<file path="src/rtl/rtio_output_scheduler_if.sv">
// Read-side port of the timestamped event FIFO (first-word-fall-through).
// The scheduler owns the pop strobe; the FIFO supplies the head entry and empty flag.
interface rtio_output_scheduler_if #(
    parameter int DATA_WIDTH = 68
);
    logic                  fifo_empty;
    logic [DATA_WIDTH-1:0] fifo_dout;
    logic                  fifo_rd_en;

    modport master (
        input  fifo_empty,
        input  fifo_dout,
        output fifo_rd_en
    );

    modport slave (
        output fifo_empty,
        output fifo_dout,
        input  fifo_rd_en
    );
endinterface

</file>
<file path="src/rtl/rtio_output_scheduler.sv">
// Timestamped output scheduler: pops events from a FWFT FIFO and fires each one
// the cycle after the free-running time counter reaches its timestamp.
//
//   state   | meaning
//   --------+-----------------------------------------------------------
//   ST_IDLE | no event pending; head of FIFO may be latched
//   ST_WAIT | event held in ts_q/pl_q, fires once counter >= ts_q
module rtio_output_scheduler #(
    parameter int DATA_WIDTH = 68,
    parameter int TS_WIDTH   = 64
) (
    input  logic                             clk,
    input  logic                             rst_n,
    input  logic                             enable,
    rtio_output_scheduler_if.master          fifo,
    input  logic                             counter_load,
    input  logic [TS_WIDTH-1:0]              counter_value,
    input  logic                             underflow_clr,
    output logic [TS_WIDTH-1:0]              counter,
    output logic                             out_valid,
    output logic [DATA_WIDTH-TS_WIDTH-1:0]   out_data,
    output logic                             underflow,
    output logic [TS_WIDTH-1:0]              underflow_ts,
    output logic                             busy
);

    localparam int PW = DATA_WIDTH - TS_WIDTH;

    typedef enum logic [0:0] {
        ST_IDLE = 1'b0,
        ST_WAIT = 1'b1
    } state_t;

    state_t                state_q, state_d;
    logic [TS_WIDTH-1:0]   counter_q, counter_d;
    logic [TS_WIDTH-1:0]   ts_q, ts_d;
    logic [PW-1:0]         pl_q, pl_d;
    logic                  out_valid_q, out_valid_d;
    logic [PW-1:0]         out_data_q, out_data_d;
    logic                  underflow_q, underflow_d;
    logic [TS_WIDTH-1:0]   underflow_ts_q, underflow_ts_d;

    logic [TS_WIDTH-1:0]   head_ts;
    logic [PW-1:0]         head_pl;
    logic                  fire;
    logic                  latch;
    logic                  late;

    assign head_ts = fifo.fifo_dout[DATA_WIDTH-1:PW];
    assign head_pl = fifo.fifo_dout[PW-1:0];

    // Fire does not depend on enable so a counter_load past the timestamp still fires.
    assign fire  = (state_q == ST_WAIT) && (counter_q >= ts_q);
    assign latch = rst_n && enable && !fifo.fifo_empty
                   && ((state_q == ST_IDLE) || fire);
    assign late  = head_ts < counter_q;

    assign fifo.fifo_rd_en = latch;

    always_comb begin
        counter_d = counter_q;
        if (counter_load) begin
            counter_d = counter_value;
        end else if (enable) begin
            counter_d = counter_q + {{(TS_WIDTH-1){1'b0}}, 1'b1};
        end
    end

    always_comb begin
        state_d        = state_q;
        ts_d           = ts_q;
        pl_d           = pl_q;
        out_valid_d    = 1'b0;
        out_data_d     = out_data_q;
        underflow_d    = underflow_q;
        underflow_ts_d = underflow_ts_q;

        if (underflow_clr) begin
            underflow_d = 1'b0;
        end

        if (fire) begin
            out_valid_d = 1'b1;
            out_data_d  = pl_q;
            state_d     = ST_IDLE;
        end

        // A latch in the same cycle as fire overrides the return to idle,
        // and a fresh underflow wins over a simultaneous clear.
        if (latch) begin
            if (late) begin
                underflow_d    = 1'b1;
                underflow_ts_d = head_ts;
                state_d        = ST_IDLE;
            end else begin
                ts_d    = head_ts;
                pl_d    = head_pl;
                state_d = ST_WAIT;
            end
        end
    end

    always_ff @(posedge clk) begin
        if (!rst_n) begin
            state_q        <= ST_IDLE;
            counter_q      <= '0;
            ts_q           <= '0;
            pl_q           <= '0;
            out_valid_q    <= 1'b0;
            out_data_q     <= '0;
            underflow_q    <= 1'b0;
            underflow_ts_q <= '0;
        end else begin
            state_q        <= state_d;
            counter_q      <= counter_d;
            ts_q           <= ts_d;
            pl_q           <= pl_d;
            out_valid_q    <= out_valid_d;
            out_data_q     <= out_data_d;
            underflow_q    <= underflow_d;
            underflow_ts_q <= underflow_ts_d;
        end
    end

    assign counter      = counter_q;
    assign out_valid    = out_valid_q;
    assign out_data     = out_data_q;
    assign underflow    = underflow_q;
    assign underflow_ts = underflow_ts_q;
    assign busy         = (state_q == ST_WAIT);

endmodule

</file>
<file path="src/flat_wrapper.sv">
// flat-port wrapper written by rule: the top's interface ports become plain ports
module rtio_output_scheduler_flat 
#(
    parameter int DATA_WIDTH = 68,
    parameter int TS_WIDTH   = 64
)
  (clk, rst_n, enable, counter_load, counter_value, underflow_clr, counter, out_valid, out_data, underflow, underflow_ts, busy, fifo_fifo_empty, fifo_fifo_dout, fifo_fifo_rd_en);
  rtio_output_scheduler_if #(.DATA_WIDTH(DATA_WIDTH)) fifo_i ();
  input  logic clk;
  input  logic rst_n;
  input  logic enable;
  input  logic counter_load;
  input  logic [TS_WIDTH-1:0] counter_value;
  input  logic underflow_clr;
  output logic [TS_WIDTH-1:0] counter;
  output logic out_valid;
  output logic [DATA_WIDTH-TS_WIDTH-1:0] out_data;
  output logic underflow;
  output logic [TS_WIDTH-1:0] underflow_ts;
  output logic busy;
  input wire logic [$bits(fifo_i.fifo_empty)-1:0] fifo_fifo_empty;
  input wire logic [$bits(fifo_i.fifo_dout)-1:0] fifo_fifo_dout;
  output wire logic [$bits(fifo_i.fifo_rd_en)-1:0] fifo_fifo_rd_en;
  assign fifo_i.fifo_empty = fifo_fifo_empty;
  assign fifo_i.fifo_dout = fifo_fifo_dout;
  assign fifo_fifo_rd_en = fifo_i.fifo_rd_en;
  rtio_output_scheduler #(.DATA_WIDTH(DATA_WIDTH), .TS_WIDTH(TS_WIDTH)) u_core (.clk(clk), .rst_n(rst_n), .enable(enable), .fifo(fifo_i), .counter_load(counter_load), .counter_value(counter_value), .underflow_clr(underflow_clr), .counter(counter), .out_valid(out_valid), .out_data(out_data), .underflow(underflow), .underflow_ts(underflow_ts), .busy(busy));
endmodule
</file>
<file path="config.mk">
export PLATFORM = sky130hd
export DESIGN_NAME = rtio_output_scheduler_flat
export DESIGN_NICKNAME = d
export VERILOG_FILES = /design/src/rtl/rtio_output_scheduler_if.sv /design/src/rtl/rtio_output_scheduler.sv /design/src/flat_wrapper.sv
export SDC_FILE = /design/constraint.sdc
export NUM_CORES = 1
export LEC_CHECK = 0
export CORE_ASPECT_RATIO = 0.6
export CORE_MARGIN = 5
export CORE_UTILIZATION = 51
export CTS_CLUSTER_SIZE = 20
export DETAILED_ROUTE_END_ITERATION = 6
export GPL_TIMING_DRIVEN = 0
export PLACE_DENSITY_LB_ADDON = 0.05
export SKIP_LAST_GASP = 1
export SYNTH_ARGS = -nofsm -noshare
export SYNTH_HDL_FRONTEND = slang
export SYNTH_SLANG_ARGS = --single-unit
</file>
<file path="constraint.sdc">
create_clock -name clk -period 3.31 [get_ports clk]
set_input_delay 0.331 -clock clk [delete_from_list [all_inputs] [get_ports clk]]
set_output_delay 0.331 -clock clk [all_outputs]
set_load 0.01 [all_outputs]
</file>
==> results of run 1 <==
## placed cells by master, fill, tap and decap left out, drive strengths merged, types with 16 or more instances in the layout
| cell | n |
|---|---|
| dfxtp | 203 |
| nand2 | 268 |
| xnor2 | 62 |
| buf | 21 |
| clkdlybuf4s50 | 270 |
| ha | 128 |
| and3 | 19 |
| a21o | 16 |
| inv | 129 |
| clkbuf | 74 |
| nor3 | 19 |
| a21oi | 74 |
| and2 | 23 |
| nand4 | 36 |
| mux2i | 132 |
| nand3 | 34 |
| nor2 | 16 |
| o21ai | 73 |
## through the flow
stage               area [µm²]  total power (W)  worst slack, ps  cells
floorplan                11700          0.00332              527   1376
global placement         14800          0.00387             -736   1955
detailed placement       14800          0.00390             -759   1955
CTS                      15600          0.00634             -105   1995
global route             15700          0.00662             -131   2000
finish                   15700          0.00637            -45.7   2000
## worst max-delay path: cells and delay by family (launching register included)
family                     cells  cell delay (ps)
AOI/OAI and AO/OA              2              540
adders and majority gates      1              310
buffers and inverters          1              330
and+or+nand+nor                4              930
DFF                            1              400
## metal layers
metal  part of all wire (%)  routed length [µm]
met5                      0                   0
met4                    1.9                 767
met3                    7.6                3030
met2                     41               16400
met1                     49               19400
## cell families (layout without fill, tap and decap cells)
| logic type | count (synthesis) | in the layout | synth area share (%) |
|---|---|---|---|
| adders and majority gates | 128 | 128 | 13.7 |
| buffers and inverters | 190 | 505 | 6.62 |
| xor gates and xnor gates | 62 | 62 | 4.65 |
| AOI/OAI and AO/OA | 211 | 211 | 10.9 |
| and+or+nand+nor | 450 | 450 | 18.0 |
| DFF | 203 | 203 | 34.8 |
| muxes | 132 | 132 | 11.3 |
| other | 0 | 1 | 0 |
## path summary, 6_finish.rpt
path,start,slack (ps),depth (start not counted),to
worst max-delay path,u_core.counter[51],-50,8,fifo_fifo_rd_en
worst min-delay path,enable,300,3,u_core.counter[1]
worst max register to register,u_core.counter[0],130,13,u_core.ts_q[20]
worst min register to register,u_core.underflow_ts[53],460,2,u_core.underflow_ts[53]
## timing repair
| item | CTS | global route |
|---|---|---|
| resized for setup | 17 | 26 |
| pin swaps | 2 | 8 |
| setup buffers | 2 | 4 |
| setup endpoints to repair | 148 | 140 |
## sequential cells by signal, summed over array words and instances, names as in the netlist
signal / count
u_core.busy: 1
u_core.counter: 64
u_core.out_data: 4
u_core.out_valid: 1
u_core.pl_q: 4
u_core.ts_q: 64
u_core.underflow: 1
u_core.underflow_ts: 64
## area by class of cell
class,count,area share [%]
tap,308,2.45
clock inverter,10,0.676
buffer,61,1.99
timing repair buffer,277,17.5
inverter,129,3.08
sequential,203,25.9
multi-input combinational,983,44.7
antenna,1,0.0159
clock buffer,28,3.70
## power groups by stage
stage                     combinational (W)  clock, W  sequential, W
after global placement              0.00117         0        0.00270
after CTS                           0.00123   0.00246        0.00265
after global routing                0.00138   0.00257        0.00267
final                               0.00127   0.00244        0.00266
after detailed placement            0.00120         0        0.00271
after floorplan                    0.000613         0        0.00271
==> impl_metrics.toml, run 1 <==
[outcome]
status = "complete, but fails checks"
violations = "negative setup slack"

[pwr]
p_seq_share_pct = 41.7
power_frac_comb_pct = 19.9
p_clk_share_pct = 38.4
switching_power_w = 0.00182
p_per_area_nw_per_um2 = 405
ir_worst_vdd_mv = 0.371
internal_power_w = 0.00455
swShare_pct = 28.6
cellLeakagePower_nw = 6.89

[placed_design]
io_buffers = 271
dp_hpwl_mm = 31.4
gp_congestion = 0.901

[die]
die_w_um = 205
ios = 274
initial_utilization_pct = 52.4
fp.dieH_um = 127
coreArea_um2 = 22300
fp-row-count = 42
die-area_um2 = 26100

[synthesis]
synth_area_um2 = 11700
synth.avg_cell_area_um2 = 8.49
yosysWarnings = 0
ys_seq_area_share_pct = 34.8
yosysMostFrequentCell = "nand2_1"
ys_ff_latch = 203
yosysTopAreaCell = "dfxtp_1"
async_reset_ff_share_pct = 0
ys_types = 53
synthesis.nets = 1642
synth_top_area_share_pct = 34.8
netlist_instances = 1376
synth_edf_count = 0
synth_area_leaders = "dfxtp_1 (35%), ha_1 (14%), mux2i_1 (11%), nand2_1 (8.6%), xnor2_1 (4.6%)"
ys.flop_type = "dfxtp_1"
synth_common_cells = "nand2_1 (267), dfxtp_1 (203), mux2i_1 (132), ha_1 (128), inv_1 (128)"

[clock_tree]
clk_pin_slew_ps = 70
cts_made_buffers = 21
cts_hold_buffers = 0
clockBufferDepth = 3
clock-sinks = 203
cts-root-buf = "clkbuf_16"
cts_tree = "yes"
cts_max_level = 1
clkLatencyLatePin_ps = 510

[critical_path]
cpPeakStageDelay_ps = 410
worstSetupPathType = "register to output pin"
path_max_fanout = 6
crit_chain = "ha_4 -> nand4_1 -> nor4_4 -> nand4_1 -> a41oi_2 -> nor4_4 -> a211oi_4 -> dlygate4sd2_1"
arrival_ps = 3020
slowest_stage = "nor4_4"
cp-start-kind = "register"
cp-end-kind = "output pin"
required_ps = 2980

[final_layout]
drive_gt1_share_pct = 5.50
regArea_um2 = 4070
multi_input_area_um2 = 7040
fin_util_pct = 70.6
num-fill-cells = 1785
area_delta_synth_final_pct = 34.7
layout.nets = 1942

[sta]
fin_crit_sh_pct = 101
hold_ws_ps = 299
fmax_mhz = 298
setup_viol = 1
relSlewSlack_pct = 21.0
tns_ps = -45.7
rsz0062_at_grt = "true"
min_period_ps = 3360
slew_violations = 0
worst_slew_pin_slew_ps = 1180
worst_slack_ps = -45.7
clock_skew_ps = 18.4
finalHoldViolations = 0

[global_routing]
grt_max_degree = 15
grt_overflow = 0
groute.usage.overall_pct = 28.7
met3_usage_pct = 5.32
grt-busiest-layer = "met1"
grt_first_pass_wirelength_mm = 59.6
grt_antenna_before_repair = 1
grtUsageMet1_pct = 43.8
first_global_vias = 10700
met2_usage_pct = 42.2

[drt]
via_per_inst = 5.51
wl_mm = 39.6
wl_per_cell_um = 19.8
drt_iter0_markers = 841
drc_errors = 0
firstDrtPassIters = 5
antenna_left = 0
vias = 11000

[worst_hold_path]
holdCritPathClass = "primary input to register"

[job]
maxCapViolations = 0
Note: power is estimated with default switching activity, not from simulation.
==> run 2: changes to the inputs <==
SETUP_SLACK_MARGIN = 0.5   (was default)
clock period = 3.78 ns   (was 3.31 ns; I/O delays follow)
==> impl_metrics.toml, run 2 (same netlist as run 1, synthesis figures left out) <==
[outcome]
status = "completed"

[critical_path]
slowest_stage = "nor4_4"
worstSetupPathType = "register to output pin"
cp-end-kind = "output pin"
cpPeakStageDelay_ps = 400
crit_chain = "inv_2 -> ha_4 -> nand4_1 -> nor4_4 -> nand4_1 -> a41oi_2 -> nor4_4 -> a211oi_4 -> clkdlybuf4s15_1"
arrival_ps = 2960
required_ps = 3400
path_max_fanout = 2
cp-start-kind = "register"

[worst_hold_path]
holdCritPathClass = "primary input to register"

[sta]
slew_violations = 0
fmax_mhz = 299
clock_skew_ps = 20.7
worst_slew_pin_slew_ps = 1170
rsz0062_at_grt = "true"
relSlewSlack_pct = 21.2
finalHoldViolations = 0
fin_crit_sh_pct = 88.4
min_period_ps = 3340
setup_viol = 0

[placed_design]
io_buffers = 271
place_inst = 1955
gp_congestion = 0.901
place_area_um2 = 14800
dp_hpwl_mm = 31.4

[final_layout]
final_cell_mix = "clkdlybuf4s50_1 (270), nand2_1 (267), dfxtp_1 (172)"
layout.nets = 1957
area_delta_synth_final_pct = 38.9
fin_util_pct = 72.8
final_area_um2 = 16200
drive_gt1_share_pct = 8.97
instances_no_fill = 2015
final_common_cell = "clkdlybuf4s50_1"
num-fill-cells = 1698

[pwr]
ir_worst_vdd_mv = 0.332
switching_power_w = 0.00163
p_clk_share_pct = 38.0
power_frac_comb_pct = 20.7
cellLeakagePower_nw = 7.07
internal_power_w = 0.00403
fin_total_pwr_w = 0.00565
swShare_pct = 28.8
p_seq_share_pct = 41.3
p_per_area_nw_per_um2 = 348

[clock_tree]
cts_tree = "yes"
cts_max_level = 1
clk_pin_slew_ps = 70
clkLatencyLatePin_ps = 510
cts-root-buf = "clkbuf_16"
cts_hold_buffers = 0
clock-sinks = 203
clockBufferDepth = 3
cts_made_buffers = 21

[global_routing]
grt_max_degree = 15
grt_antenna_before_repair = 1
grt_first_pass_wirelength_mm = 59.6
grt_overflow = 0
groute.usage.overall_pct = 28.7
first_global_vias = 10700

[job]
maxCapViolations = 0

[drt]
antenna_left = 0
wl_mm = 40.8
firstDrtPassIters = 5
vias = 11300
wl_per_cell_um = 20.3
drt_iter0_markers = 896
via_per_inst = 5.59
drc_errors = 0

[die]
die-area_um2 = 26100
coreArea_um2 = 22300
initial_utilization_pct = 52.4
ios = 274
fp.dieH_um = 127
die_w_um = 205
fp-row-count = 42
[run 2: cell count changes in the layout (fill, tap and decap cells not counted), sizes merged]
cell	before	now
buf	21	32
clkbuf	74	78
dlygate4sd2	1	0
clkdlybuf4s15	0	1
[run 2: power by group through the flow]
stage / clock network [W] / logic, W / registers (W)
finish: 0.00215 / 0.00117 / 0.00233
global route: 0.00225 / 0.00127 / 0.00234
CTS: 0.00215 / 0.00108 / 0.00232
detailed placement: 0 / 0.00105 / 0.00237
global placement: 0 / 0.00102 / 0.00237
floorplan: 0 / 0.000537 / 0.00237
[run 2: path summary, 6_finish.rpt]
kind	from	endpoint	slack (ps)	cells past startpoint
worst min-delay path	enable	u_core.counter[1]	340	3
worst min register to register	u_core.underflow_ts[53]	u_core.underflow_ts[53]	460	2
worst max-delay path	u_core.ts_q[50]	fifo_fifo_rd_en	440	9
worst max register to register	u_core.ts_q[50]	u_core.underflow_ts[63]	480	16
[run 2: area by class of cell]
class	instances	area, µm²	area share, %
Multi-Input combinational cell	983	7210	44.5
Sequential cell	203	4110	25.3
Timing Repair Buffer	292	2990	18.5
Clock buffer	28	582	3.59
Inverter	129	484	2.98
Tap cell	308	385	2.37
Buffer	61	352	2.17
Clock inverter	10	106	0.655
Antenna cell	1	2.50	0.0154
[run 2: per-stage QoR]
stage          setup TNS, ps  setup slack, ps  hold slack [ps]
4_1_cts                    0              318              322
2_1_floorplan              0              997              438
3_5_place_dp          -21460             -336              451
6_report                   0              438              339
3_3_place_gp          -20140             -313              445
5_1_grt                    0              351              351
[run 2: layer usage]
layer  GRT usage [%]  vias to the layer above  routed length (µm)
li1                -                     5352                   -
met4            6.38                        0                 885
met3            5.32                       56                3170
met2            42.2                      458               17000
met5               0                        -                   0
met1            43.8                     5403               19800
[run 2: repair_timing]
item | CTS | global route
pin swaps | 2 | 21
gates cloned | 0 | 6
setup endpoints to repair | 151 | 148
buffers inserted | 2 | 13
gates resized for setup | 18 | 86
hold endpoints to repair | 0 | 0
[run 2: critical path: cells and delay by family, from the launching register on]
| family | cells | cell delay, ps |
|---|---|---|
| AOI/OAI and AO/OA | 2 | 590 |
| adders and majority gates | 1 | 260 |
| buffers and inverters | 2 | 360 |
| DFF | 1 | 340 |
| and+or+nand+nor | 4 | 920 |
